--- src/rtl/phy_pkg.sv ---
// Shared constants, state encoding and sizing helper for the serial PHY blocks.
package phy_pkg;

    localparam logic [7:0] COM_DEFAULT = 8'hBC;
    localparam logic [7:0] IDL_DEFAULT = 8'h7C;

    typedef enum logic {
        SYNC   = 1'b0,
        ACTIVE = 1'b1
    } phy_state_e;

    function automatic int cnt_width(input int n);
        return (n > 1) ? $clog2(n) : 1;
    endfunction

endpackage

--- src/rtl/serializer_shift.sv ---
// Symbol shift register and bit counter; reloads from load_data on every symbol boundary.
module serializer_shift
    import phy_pkg::*;
#(
    parameter int DATA_W    = 8,
    parameter bit MSB_FIRST = 1'b1
) (
    input  logic              clk_32f,
    input  logic              reset_L,
    input  logic [DATA_W-1:0] load_data,
    output logic              boundary,
    output logic              data_out,
    output logic              symbol_start
);

    localparam int CW = cnt_width(DATA_W);
    localparam logic [CW-1:0] LAST = CW'(DATA_W - 1);

    logic [DATA_W-1:0] sh_q, sh_d;
    logic [CW-1:0]     cnt_q, cnt_d;

    assign boundary = (cnt_q == LAST);

    always_comb begin
        sh_d  = sh_q;
        cnt_d = cnt_q;
        if (boundary) begin
            sh_d  = load_data;
            cnt_d = '0;
        end else begin
            cnt_d = cnt_q + CW'(1);
            if (MSB_FIRST) begin
                sh_d = {sh_q[DATA_W-2:0], 1'b0};
            end else begin
                sh_d = {1'b0, sh_q[DATA_W-1:1]};
            end
        end
    end

    // cnt resets to the last bit so the first edge after release is a boundary
    always_ff @(posedge clk_32f or negedge reset_L) begin
        if (!reset_L) begin
            sh_q  <= '0;
            cnt_q <= LAST;
        end else begin
            sh_q  <= sh_d;
            cnt_q <= cnt_d;
        end
    end

    assign data_out     = MSB_FIRST ? sh_q[DATA_W-1] : sh_q[0];
    assign symbol_start = (cnt_q == '0) && reset_L;

endmodule

--- src/rtl/paralelo_serial_tx_param.sv ---
// Parallel-to-serial PHY transmitter: COM training run, then user words or IDL fillers.
module paralelo_serial_tx_param
    import phy_pkg::*;
#(
    parameter int              DATA_W     = 8,
    parameter logic [DATA_W-1:0] COM_SYM  = DATA_W'(COM_DEFAULT),
    parameter logic [DATA_W-1:0] IDL_SYM  = DATA_W'(IDL_DEFAULT),
    parameter int              SYNC_COUNT = 4,
    parameter bit              MSB_FIRST  = 1'b1
) (
    input  logic              clk_32f,
    input  logic              reset_L,
    input  logic              active,
    input  logic [DATA_W-1:0] in_data,
    input  logic              in_valid,
    output logic              in_ready,
    output logic              data_out,
    output logic              symbol_start,
    output logic              link_up
);

    localparam int CCW = cnt_width(SYNC_COUNT + 1);
    localparam logic [CCW-1:0] COM_TARGET = CCW'(SYNC_COUNT);

    phy_state_e        state_q, state_d;
    logic [CCW-1:0]    com_cnt_q, com_cnt_d;
    logic [DATA_W-1:0] next_sym;
    logic              boundary;

    serializer_shift #(
        .DATA_W    (DATA_W),
        .MSB_FIRST (MSB_FIRST)
    ) u_shift (
        .clk_32f      (clk_32f),
        .reset_L      (reset_L),
        .load_data    (next_sym),
        .boundary     (boundary),
        .data_out     (data_out),
        .symbol_start (symbol_start)
    );

    always_comb begin
        state_d   = state_q;
        com_cnt_d = com_cnt_q;
        next_sym  = COM_SYM;
        in_ready  = 1'b0;
        if (boundary) begin
            unique case (state_q)
                SYNC: begin
                    if ((com_cnt_q == COM_TARGET) && active) begin
                        state_d  = ACTIVE;
                        in_ready = 1'b1;
                        next_sym = in_valid ? in_data : IDL_SYM;
                    end else if (com_cnt_q != COM_TARGET) begin
                        com_cnt_d = com_cnt_q + CCW'(1);
                    end
                end
                ACTIVE: begin
                    // the COM sent on leaving counts as the first of the new run
                    if (!active) begin
                        state_d   = SYNC;
                        com_cnt_d = CCW'(1);
                    end else begin
                        in_ready = 1'b1;
                        next_sym = in_valid ? in_data : IDL_SYM;
                    end
                end
                default: state_d = SYNC;
            endcase
        end
    end

    always_ff @(posedge clk_32f or negedge reset_L) begin
        if (!reset_L) begin
            state_q   <= SYNC;
            com_cnt_q <= '0;
        end else begin
            state_q   <= state_d;
            com_cnt_q <= com_cnt_d;
        end
    end

    assign link_up = (state_q == ACTIVE);

endmodule

--- config.mk ---
export PLATFORM = sky130hd
export DESIGN_NAME = paralelo_serial_tx_param
export DESIGN_NICKNAME = d
export VERILOG_FILES = /design/src/rtl/phy_pkg.sv /design/src/rtl/serializer_shift.sv /design/src/rtl/paralelo_serial_tx_param.sv
export SDC_FILE = /design/constraint.sdc
export NUM_CORES = 1
export LEC_CHECK = 0
export BUFFER_PORTS_ARGS = -buffer_cell sky130_fd_sc_hd__buf_2
export CAP_MARGIN = 20
export CELL_PAD_IN_SITES_DETAIL_PLACEMENT = 1
export CELL_PAD_IN_SITES_GLOBAL_PLACEMENT = 1
export CORE_ASPECT_RATIO = 1.25
export CORE_UTILIZATION = 35
export DETAILED_ROUTE_END_ITERATION = 10
export GPL_TIMING_DRIVEN = 1
export PLACE_DENSITY = 0.67
export SYNTH_ARGS = -nofsm -noshare
export SYNTH_HDL_FRONTEND = slang
export SYNTH_SLANG_ARGS = --single-unit
--- constraint.sdc ---
create_clock -name clk_32f -period 1.6 [get_ports clk_32f]
set_input_delay 0 -clock clk_32f [delete_from_list [all_inputs] [get_ports clk_32f]]
set_output_delay 0 -clock clk_32f [all_outputs]
set_load 0.05 [all_outputs]
* Yosys cells after proc, flatten, opt, wreduce, memory -nomap -nowiden
Cells that the tools add are included.
** Storage, ports and cells
- Bits in registers :: 15
- Output and inout port bits :: 4
- Word-level logic and storage cells :: 31
** Operators by class
- Add/subtract/negate cells :: 2
- Equal/unequal tests :: 6
- Muxes and demuxes :: 14
- Bitwise operators :: 1
- Reduce and logical (&&, ||, !) cells :: 4
** Operator list (count)
- $mux W8 :: 4
- $pmux W8 S2 :: 1
- $mux W3 :: 4
- $add A3 B1 Y3 const B :: 2
- $eq A3 B3 Y1 const B :: 2
- $ne A2 B2 Y1 const B :: 3
- $pmux W3 S2 :: 1
- $reduce_and A4 Y1 :: 1
- $logic_not A3 Y1 :: 1
- $mux W1 :: 3
- $ne A3 B3 Y1 const B :: 1
- $logic_and A1 B1 Y1 :: 2
- $pmux W1 S2 :: 1
- $not A1 Y1 :: 1

* Logic depth before layout (Yosys ltp)
Gate-level depths: netlist of the first run.
- Depth in word-level cells :: 5
- Gate-level depth with buffers :: 6

* Cells and area by module
From an unflattened synthesis of the first run, not the netlist that was laid out.
** Second synthesis, totals
- Cells, all modules :: 62
- Area, all modules :: 778.2 sq um
** Modules (own cells, without submodules)
- serializer_shift :: times used 1, cells each 27, area each 460.4 sq um, sequential area each 279.0 sq um
- paralelo_serial_tx_param :: times used 1, cells each 35, area each 317.8 sq um, sequential area each 100.1 sq um

* Least setup slack after synthesis of the first run
Ideal clock, no wire load.
- Kind :: register -> register
- From :: register state_q, in the netlist link_up
- To :: register u_shift.sh_q[1]
- Arrival time :: 1379 ps
- Data required time :: 1478 ps
- Slack :: 99 ps
- Stages on the path, launching flop included :: 4
- Buffers on the path :: 1
- Period minus slack after synthesis :: 1501 ps
- Cells stage by stage :: dfrtp_1 buf_2 o211a_4 a32o_1
** Between the ends
- Word-level cells in the longest chain between the ends :: 3
** RTL lines
- start: declaration :: RTL line paralelo_serial_tx_param.sv:25 : phy_state_e state_q, state_d;
- start signal: assignment :: RTL line paralelo_serial_tx_param.sv:78 : state_q <= state_d;
- $not A1 Y1
- $pmux W8 S2 * :: RTL line paralelo_serial_tx_param.sv:48 : unique case (state_q)
- $mux W8 * :: RTL line serializer_shift.sv:27 : if (boundary) begin
- net u_shift.sh_d[1] :: RTL line serializer_shift.sv:19 : logic [DATA_W-1:0] sh_q, sh_d;
- end signal: assignment :: RTL line serializer_shift.sv:43 : sh_q <= '0;
- end signal: assignment :: RTL line serializer_shift.sv:46 : sh_q <= sh_d;
- end: declaration :: RTL line serializer_shift.sv:19
The timed path passes the listed nets; every way through them passes the cells marked *.
A chain may end at the register's enable or synchronous reset.

* Final worst setup path of the first run
- From :: register u_shift.cnt_q[1]
- To :: output port in_ready
** Between the ends
- Word-level cells in the longest chain between the ends :: 2
** RTL lines
- start: declaration :: RTL line serializer_shift.sv:20 : logic [CW-1:0] cnt_q, cnt_d;
- start signal: assignment :: RTL line serializer_shift.sv:47 : cnt_q <= cnt_d;
- $eq A3 B3 Y1 :: RTL line serializer_shift.sv:22 : assign boundary = (cnt_q == LAST);
- $mux W1 :: RTL line paralelo_serial_tx_param.sv:47 : if (boundary) begin
- end: declaration :: RTL line paralelo_serial_tx_param.sv:16 : output logic in_ready,
No other way between the ends.

==> run summary, run 1 <==
========================================================================================
Number of nets produced by synthesis                                                  74
Top-Level Pins                                                                        16
Share of the synthesized area in the top cell type                                 43.5%
Flop-to-flop setup slack                                                         0.05 ns
Main combinational cell family by area after synthesis                      compound AO/OA/AOI/OAI gates
Post-Route WL                                                                    1.75 mm
Xor/xnor cell area share of the yosys netlist                                         0%
Compound-cell area share of the yosys netlist                                      22.6%
Adder-cell share of the synthesized area                                           9.06%
Power, Total                                                                  0.000650 W
Clock insertion delay at the later pin of the skew report                        0.29 ns
Max-Slew Margin vs Limit                                                           74.3%
Simple-gate portion of the synthesized area                                        7.43%
Placed Instances                                                                      93
Count of filler cells inserted in the layout                                         196
CTS Buf Count                                                                          3
Summed instance area of the synthesized netlist                                691 sq um
Final cell count without fillers                                                     113
Vias per Instance                                                                   5.25
Floorplan core area                                                           1810 sq um
Part of the cycle the worst path needs                                             98.1%
CTS tree                                                                           built
Routed wire length per instance                                                  15.5 um
WP data arrival                                                                  1.57 ns
Multiplexer area fraction after synthesis                                          1.45%
Most frequent cells in the layout                                           buf_2, dfrtp_1, buf_4
Commonest non-fill, non-tap cell in the layout                                     buf_2
Top fanout value on the critical path                                                  5
Setup skew after layout                                                       0.00179 ns
Residual DRC                                                                           0
Peak supply drop                                                              0.000490 V
Final layout net count                                                               112
Total half-perimeter wirelength after legalization and detailed placement        1.03 mm
Number of warnings printed during yosys synthesis                                      0
Number of hold violations in the final report                                          0
Power Dens Cells                                                             638 nW/um^2
Area of all sequential standard cells                                          379 sq um
Footprint of the multi-input gates                                             308 sq um
Via count of the first global-routing pass                                           657
Total vias in the final route                                                        593
Required time of the critical path                                               1.60 ns
Synthesized instance count                                                            57
Layout cell share with drive strength beyond 1                                     44.7%
Hold Crit Class                                                                in -> reg
IO Port Bufs                                                                          15
Post-layout minimum cycle time                                                   1.57 ns
Global placement routability congestion                                            0.718
H-Tree Level Count                                                                     1
Largest area contributor in the netlist                                          dfrtp_1
Total gr overflow                                                                      0
Clock Pin Slew Worst Setup and Hold Paths                                        0.09 ns
DRC violation total after the first TritonRoute iteration                              7
Category of the worst setup path capture point                               output port
Global-route usage over all layers                                                 18.5%
Worst-case hold slack                                                          0.0351 ns
Final-report max-slew violation count                                                  0
Max capacitance violation total                                                        0
Netlist cell types                                                                    25
Setup repair after global routing missed its margin                                 true
Sink Count                                                                            15
Die outline width                                                                41.7 um
Number of buffers on the longest clock path                                            2
Leakage power summed over all cells                                             0.503 nW
N_diodes                                                                               0
Measured slew at the worst slew-check pin                                       0.385 ns
Initial core utilization                                                           38.2%
Initial antenna violation count                                                        0
First-pass GRT wire length                                                       2.89 mm
Sequential element share of the synthesized area                                   54.9%
Synthesized area per cell                                                     12.1 sq um
Root buffer selected by CTS                                                     clkbuf_4
Result of the run                                                           complete, no violations
Signed area change from the synthesized netlist to the final layout                47.5%
Total iterations of the first detailed-routing run                                     2
Pin count of the biggest net entering global routing                                  16
Number of rows created at floorplan                                                   17
Number of synthesized register bits                                                   15
Ranking of synthesized cells by area                                        dfrtp_1, dfstp_2, ha_1, o22a_1, a21oi_1
Achievable frequency                                                             637 MHz
Critical path launch point type                                                     flop
Total Die Area                                                                2160 sq um
Kind of critical path                                                         reg -> out
Setup Viol. Count Final                                                                0
DRT antenna net count                                                                  0
Floorplan die height                                                             51.7 um
========================================================================================
## flip-flops by register name, indices dropped and copies added, names as in the netlist
signal / count
link_up: 1
u_shift.sh_q: 8
com_cnt_q: 3
u_shift.cnt_q: 3
## repair_timing
action,4_1_cts,5_1_grt
endpoints found under the hold margin,22,1
pin swaps,1,2
buffers inserted,6,1
hold buffers,8,1
resized for setup,7,2
endpoints found under the setup margin,2,3
## kinds of logic after synthesis
| family | after synthesis |
|---|---|
| and+or+nand+nor | 10 |
| adders and majority gates | 5 |
| DFF | 15 |
| AOI/OAI and AO/OA | 19 |
| buffers and inverters | 7 |
| muxes | 1 |
## metal layers
| metal | track usage [%] | routed length, um | part of all wire [%] |
|---|---|---|---|
| met1 | 19.5 | 669 | 38 |
| met2 | 33.9 | 1030 | 59 |
| met3 | 3.13 | 29 | 1.7 |
| met4 | 11.3 | 27 | 1.5 |
| met5 | 0 | 0 | 0 |
## cell usage after synthesis, drive strengths merged
cell type	instances
o22a	5
inv	5
a32o	1
nor2	4
a21oi	4
o21ai	1
a22o	1
o2111ai	1
dfstp	3
a21o	1
and3	1
o22ai	1
nand2	2
ha	5
o211a	1
a41o	1
mux2i	1
a22oi	1
and2	1
buf	2
nand2b	1
nor2b	1
dfrtp	12
a21boi	1
## power breakdown
group	switching (W)	leakage [nW]	total [W]	internal [W]
combinational	0.0000188	0.311	0.0000456	0.0000268
clock	0.000132	0.0177	0.000225	0.0000930
sequential	0	0.174	0.000379	0.000379
## per-stage QoR
stage               setup slack, ns  utilization [%]  area, sq um  setup TNS [ns]
global placement             0.0706             44.6          807               0
CTS                          0.0154             55.0          995               0
floorplan                    0.0994                -          691               0
global route                -0.0291             56.3         1020         -0.0465
finish                       0.0307             56.3         1020               0
detailed placement          -0.0163             44.6          807         -0.0163
## layout make-up
type	count	share of cell area, %
flip-flops and latches	15	37.2
clock inverters	1	0.491
clock buffers	3	2.21
well taps	19	2.33
multi-input cells	35	30.2
repair buffers	35	25.7
inverters	5	1.84
## final timing paths
| kind | start | to | cells after the start |
|---|---|---|---|
| hold / removal | in_data[6] | u_shift.sh_q[6] | 3 |
| max in group asynchronous | reset_L | u_shift.cnt_q[0] | 3 |
| hold reg to reg | u_shift.sh_q[4] | u_shift.sh_q[5] | 1 |
| min in group asynchronous | reset_L | u_shift.sh_q[5] | 3 |
| setup / recovery | u_shift.cnt_q[1] | in_ready | 5 |
| setup reg to reg | com_cnt_q[1] | u_shift.sh_q[1] | 6 |
## critical path, stage by stage, from the launching register on
cell and delay, ns:
dfstp_2 0.56, ha_4 0.14, ha_4 0.14, buf_6 0.11
o211a_4 0.17, buf_8 0.15
Power figures use the tool's default switching activity.
==> inputs of run 2 (changes only) <==
--- a/config.mk
+++ b/config.mk
@@ -14,6 +14,7 @@
 export DETAILED_ROUTE_END_ITERATION = 10
 export GPL_TIMING_DRIVEN = 1
 export PLACE_DENSITY = 0.67
+export RECOVER_POWER = 25
 export SYNTH_ARGS = -nofsm -noshare
 export SYNTH_HDL_FRONTEND = slang
 export SYNTH_SLANG_ARGS = --single-unit
==> run 2 against run 1 <==
- combinational power decreased by 3%
- setup slack about the same
- highest routed layer unchanged
- die area stayed put
- clock power barely moved
- via count did not move
- power shrank 0.23%
- sequential share of layout area rose by 0.18 points
- register-to-register slack is essentially flat
- core utilization shrank 0.28 points
==> run summary, run 2 (synthesis results as in run 1) <==
========================================================================================
Crit path max-delay family                                                    flip-flops
IO Port Bufs                                                                          15   unchanged
Critical Path Max Stage Delay                                                    0.56 ns   about the same
Number of rows created at floorplan                                                   17   unchanged
Setup Viol. Count Final                                                                0   unchanged
Achievable frequency                                                             637 MHz   about the same
Initial core utilization                                                           38.2%   unchanged
Sink Count                                                                            15   unchanged
Floorplan die height                                                             51.7 um   unchanged
Total vias in the final route                                                        593   unchanged
Top-Level Pins                                                                        16   unchanged
Layout cell share with drive strength beyond 1                                     42.6%   -2.1 points
Count of filler cells inserted in the layout                                         198   +1.0%
DRC violation total after the first TritonRoute iteration                              7   unchanged
N_diodes                                                                               0   unchanged
Global-route usage over all layers                                                 18.5%   unchanged
Via count of the first global-routing pass                                           657   unchanged
Result of the run                                                           complete, no violations
Start point of the critical path                                            u_shift.cnt_q[1]
Total half-perimeter wirelength after legalization and detailed placement        1.03 mm   unchanged
CTS Buf Count                                                                          3   unchanged
Power Dens Cells                                                             640 nW/um^2   +0.27%
DRT antenna net count                                                                  0   unchanged
Number of buffers on the longest clock path                                            2   unchanged
Top reg by flops                                                            u_shift.sh_q
Footprint of the multi-input gates                                             308 sq um   unchanged
Kind of critical path                                                         reg -> out
Number of hold violations in the final report                                          0   unchanged
Total iterations of the first detailed-routing run                                     2   unchanged
Residual DRC                                                                           0   unchanged
Critical path, cell by cell                                                 ha_4, ha_4, buf_6, o211a_4, buf_8
Peak supply drop                                                              0.000489 V   about the same
Area of all sequential standard cells                                          379 sq um   unchanged
Largest registers                                                           u_shift.sh_q: 8 flops, com_cnt_q: 3 flops, u_shift.cnt_q: 3 flops
Signed area change from the synthesized netlist to the final layout                46.7%
Max-Slew Margin vs Limit                                                           45.6%   -29 points
Hold Crit Class                                                                in -> reg
Category of the worst setup path capture point                               output port
Most frequent cells in the layout                                           buf_2, dfrtp_1, dlygate4sd3_1, buf_4
Cell repeated most along the worst path                                             ha_4
Final layout net count                                                               112   unchanged
H-Tree Level Count                                                                     1   unchanged
Root buffer selected by CTS                                                     clkbuf_4
Vias per Instance                                                                   5.25   unchanged
Worst setup margin                                                             0.0307 ns   +0.0000817 ns
Worst reg2reg path startpoint                                               com_cnt_q[1]
Measured slew at the worst slew-check pin                                       0.815 ns   +0.431 ns
Top fanout value on the critical path                                                  5   unchanged
Total Die Area                                                                2160 sq um   unchanged
Final-report max-slew violation count                                                  0   unchanged
Required time of the critical path                                               1.60 ns   about the same
Routed wire length per instance                                                  15.5 um   +0.11%
CTS tree                                                                           built
Total gr overflow                                                                      0   unchanged
Setup repair after global routing missed its margin                                 true
Commonest non-fill, non-tap cell in the layout                                     buf_2
Leakage power summed over all cells                                             0.497 nW   -1.3%
Number of buffer and inverter stages on the critical path                              2   unchanged
Floorplan core area                                                           1810 sq um   unchanged
Post-layout minimum cycle time                                                   1.57 ns   -0.0000817 ns
WP data arrival                                                                  1.57 ns   about the same
Slowest CP cell                                                                  dfstp_2
Critical path launch point type                                                     flop
Min-Delay Startpoint                                                          in_data[6]
Pin count of the biggest net entering global routing                                  16   unchanged
Initial antenna violation count                                                        0   unchanged
Clock Pin Slew Worst Setup and Hold Paths                                        0.09 ns   about the same
Clock insertion delay at the later pin of the skew report                        0.29 ns   about the same
First-pass GRT wire length                                                       2.89 mm   unchanged
Post-place setup slack                                                        -0.0163 ns   unchanged
Setup skew after layout                                                       0.00179 ns   -0.000000250 ns
Global placement routability congestion                                            0.718   unchanged
Final setup TNS                                                                     0 ns   unchanged
Max capacitance violation total                                                        0   unchanged
Cell area reported after detailed placement                                    807 sq um   unchanged
Post-Layout Inst Area                                                         1010 sq um   -0.49%
Post-Route WL                                                                    1.75 mm   +0.11%
Die outline width                                                                41.7 um   unchanged
Part of the cycle the worst path needs                                             98.1%   about the same
Largest register FFs                                                                   8   unchanged
========================================================================================
-- run 2: through the flow --
step	std cells	utilization (%)	total power [W]	hold WS (ns)
after floorplan	57	-	0.000388	-0.296
after global placement	93	44.6	0.000414	0.0000738
after detailed placement	93	44.6	0.000415	-0.000397
after CTS	111	55.0	0.000643	0.00352
after global routing	113	56.1	0.000679	0.0231
final	113	56.1	0.000648	0.0357
-- run 2: final cells by class --
type | count | share of cell area [%]
Sequential cell | 15 | 37.4
Multi-Input combinational cell | 35 | 30.4
Timing Repair Buffer | 35 | 25.3
Tap cell | 19 | 2.35
Clock buffer | 3 | 2.22
Inverter | 5 | 1.85
Clock inverter | 1 | 0.494
-- run 2: repair_timing --
item	4_1_cts	5_1_grt
gates resized for setup	7	2
setup endpoints to repair	2	3
pin swaps	1	2
hold buffers	8	1
setup buffers	6	1
endpoints found under the hold margin	22	1
-- run 2: where the power goes --
| group | switching, W | total [W] | internal [W] |
|---|---|---|---|
| Combinational | 0.0000189 | 0.0000442 | 0.0000253 |
| Sequential | 0 | 0.000379 | 0.000379 |
| Clock | 0.000132 | 0.000225 | 0.0000930 |
-- run 2: worst min-delay path: cells and delay by family --
family,cells,cell delay [ns]
compound gates,1,0.13
buf+inv,1,0.08
simple gates,1,0.09
-- run 2: path summary, 6_finish.rpt --
kind | cells past startpoint | endpoint | slack, ns
worst max-delay path | 5 | in_ready | 0.03
worst min-delay path | 3 | u_shift.sh_q[6] | 0.04
worst max register to register | 6 | u_shift.sh_q[1] | 0.05
worst min register to register | 1 | u_shift.sh_q[5] | 0.48
max in group asynchronous | 3 | u_shift.sh_q[4] | 0.62
min in group asynchronous | 3 | u_shift.sh_q[5] | 0.48
-- run 2: metal layers --
layer	wire [um]	vias up	part of all wire [%]	track usage, %
met2	1030	9	58	33.9
met1	670	302	38	19.5
met5	0	-	0	0
met4	27	0	1.5	11.3
met3	29	4	1.7	3.13
li1	-	278	-	-
==> inputs of run 3 (changes only) <==
--- a/config.mk
+++ b/config.mk
@@ -9,12 +9,13 @@
 export CAP_MARGIN = 20
 export CELL_PAD_IN_SITES_DETAIL_PLACEMENT = 1
 export CELL_PAD_IN_SITES_GLOBAL_PLACEMENT = 1
-export CORE_ASPECT_RATIO = 1.25
 export CORE_UTILIZATION = 35
 export DETAILED_ROUTE_END_ITERATION = 10
 export GPL_TIMING_DRIVEN = 1
 export PLACE_DENSITY = 0.67
 export RECOVER_POWER = 25
+export SETUP_SLACK_MARGIN = 0.3
 export SYNTH_ARGS = -nofsm -noshare
 export SYNTH_HDL_FRONTEND = slang
 export SYNTH_SLANG_ARGS = --single-unit
+export TNS_END_PERCENT = 20
==> run 3 against run 2 <==
- worst hold slack worse by 0.011 ns
- sequential share of layout area down 0.78 points
- sequential cell count unchanged
- critical path depth down 1
- power down 2.2%
- combinational power down 4%
- clock-buffer cell count up 1
- setup slack better by 0.10 ns
- design area up 2.5%
==> run summary, run 3 (synthesis results as in run 1) <==
========================================================================================
Most frequent cells in the layout                                           buf_2, buf_4, dfrtp_1
Setup repair after global routing missed its margin                                 true
Number of buffer and inverter stages on the critical path                              1   -1
Total vias in the final route                                                        584   -1.5%
Post-layout minimum cycle time                                                   1.46 ns   -0.105 ns
Max-Slew Margin vs Limit                                                           46.7%   +1.1 points
Largest register FFs                                                                   8   unchanged
Part of the cycle the worst path needs                                             91.5%   -6.5 points
Top reg by flops                                                            u_shift.sh_q
Layout cell share with drive strength beyond 1                                     45.7%   +3.2 points
Floorplan core area                                                           1780 sq um   -1.4%
CTS tree                                                                           built
Category of the worst setup path capture point                               output port
Root buffer selected by CTS                                                     clkbuf_4
Total half-perimeter wirelength after legalization and detailed placement        1.02 mm   -1.6%
Kind of critical path                                                         reg -> out
Vias per Instance                                                                   4.91   -6.5%
Max capacitance violation total                                                        0   unchanged
Signed area change from the synthesized netlist to the final layout                50.4%
H-Tree Level Count                                                                     1   unchanged
WP data arrival                                                                  1.46 ns   -0.11 ns
Die outline width                                                                46.4 um   +11%
Number of rows created at floorplan                                                   15   -2
DRT antenna net count                                                                  0   unchanged
Routed wire length per instance                                                  13.6 um   -12%
Result of the run                                                           complete, no violations
Largest registers                                                           u_shift.sh_q: 8 flops, com_cnt_q: 3 flops, u_shift.cnt_q: 3 flops
Footprint of the multi-input gates                                             329 sq um   +6.9%
DRC violation total after the first TritonRoute iteration                              4   -3
Total iterations of the first detailed-routing run                                     4   +2
Crit path max-delay family                                                    flip-flops
Cell area reported after detailed placement                                    825 sq um   +2.2%
First-pass GRT wire length                                                       2.57 mm   -11%
Cell repeated most along the worst path                                             ha_4
Global-route usage over all layers                                                 17.9%   -0.57 points
Clock Pin Slew Worst Setup and Hold Paths                                        0.09 ns   about the same
Pin count of the biggest net entering global routing                                  16   unchanged
Hold Crit Class                                                                in -> reg
Number of buffers on the longest clock path                                            2   unchanged
Count of filler cells inserted in the layout                                         195   -1.5%
Post-Layout Inst Area                                                         1040 sq um   +2.5%
Initial antenna violation count                                                        0   unchanged
Total gr overflow                                                                      0   unchanged
Slowest CP cell                                                                  dfstp_2
Via count of the first global-routing pass                                           595   -9.4%
IO Port Bufs                                                                          15   unchanged
Flop-to-flop setup slack                                                         0.14 ns   +0.09 ns
Power Dens Cells                                                             611 nW/um^2   -4.6%
Top-Level Pins                                                                        16   unchanged
Final layout net count                                                               112   unchanged
Measured slew at the worst slew-check pin                                       0.800 ns   -0.0158 ns
Final-report max-slew violation count                                                  0   unchanged
Setup Viol. Count Final                                                                0   unchanged
Worst-case hold slack                                                          0.0247 ns   -0.0110 ns
Sink Count                                                                            15   unchanged
Critical Path Max Stage Delay                                                    0.56 ns   about the same
Critical path launch point type                                                     flop
Leakage power summed over all cells                                             0.492 nW   -0.94%
Post-Route WL                                                                    1.62 mm   -7.4%
Critical path, cell by cell                                                 ha_4, ha_4, o211a_4, buf_8
Peak supply drop                                                              0.000461 V   -5.7%
Total Die Area                                                                2150 sq um   about the same
Area of all sequential standard cells                                          380 sq um   +0.33%
Initial core utilization                                                           38.7%   +0.54 points
Required time of the critical path                                               1.60 ns   about the same
Number of hold violations in the final report                                          0   unchanged
Global placement routability congestion                                            0.716   -0.32%
Floorplan die height                                                             46.4 um   -10%
N_diodes                                                                               0   unchanged
Top fanout value on the critical path                                                  7   +2
Residual DRC                                                                           0   unchanged
Setup skew after layout                                                       0.00369 ns   +0.00190 ns
Clock insertion delay at the later pin of the skew report                        0.28 ns   about the same
Achievable frequency                                                             683 MHz   +7.1%
CTS Buf Count                                                                          3   unchanged
Final setup TNS                                                                     0 ns   unchanged
========================================================================================
-- run 3: cell types whose count changed in the layout (fill, tap and decap cells not counted), sizes merged --
cell and delta:
dlygate4sd3 -1, clkbuf +1, clkinv -1, buf +1
-- run 3: worst paths after layout --
check,depth (start not counted),start,end
min in group asynchronous,3,reset_L,com_cnt_q[0]
setup reg to reg,6,com_cnt_q[1],u_shift.sh_q[1]
hold / removal,3,in_valid,u_shift.sh_q[7]
hold reg to reg,1,u_shift.sh_q[0],u_shift.sh_q[1]
setup / recovery,4,u_shift.cnt_q[0],in_ready
max in group asynchronous,3,reset_L,link_up
-- run 3: stage by stage --
stage / instances / utilization (%) / worst slack, ns / total power, W
final: 119 / 58.2 / 0.135 / 0.000634
after global routing: 119 / 58.2 / 0.0732 / 0.000665
after CTS: 116 / 56.9 / 0.118 / 0.000635
after detailed placement: 97 / 46.2 / 0.0981 / 0.000415
after global placement: 97 / 46.2 / 0.136 / 0.000414
after floorplan: 57 / - / 0.184 / 0.000388
-- run 3: timing repair --
item                       CTS  global route
pin swaps                    1             4
setup buffers                7             3
gates resized for setup      5             3
setup endpoints to repair   13            14
hold endpoints to repair    22             0
hold buffers                 8             0
-- run 3: power breakdown --
group / internal [W] / leakage [nW] / switching (W)
clock: 0.0000967 / 0.0150 / 0.000116
sequential: 0.000379 / 0.173 / 0
combinational: 0.0000236 / 0.305 / 0.0000190
-- run 3: layout make-up --
cell class | instances | area share (%)
repair buffers | 35 | 24.3
inverters | 5 | 1.81
flip-flops and latches | 15 | 36.6
well taps | 25 | 3.01
clock buffers | 4 | 2.53
multi-input cells | 35 | 31.7
-- run 3: routing by layer --
layer | vias up | wire length, um | share of wire (%) | track usage [%]
met5 | - | 0 | 0 | 0
met3 | 2 | 50 | 3.1 | 3.53
li1 | 277 | - | - | -
met2 | 15 | 952 | 59 | 33.6
met4 | 0 | 14 | 0.86 | 7.06
met1 | 290 | 605 | 37 | 19.0
-- run 3: worst min-delay path, stage by stage --
cell and delay (ns):
buf_2 0.14, nand2_1 0.07, a21oi_1 0.06
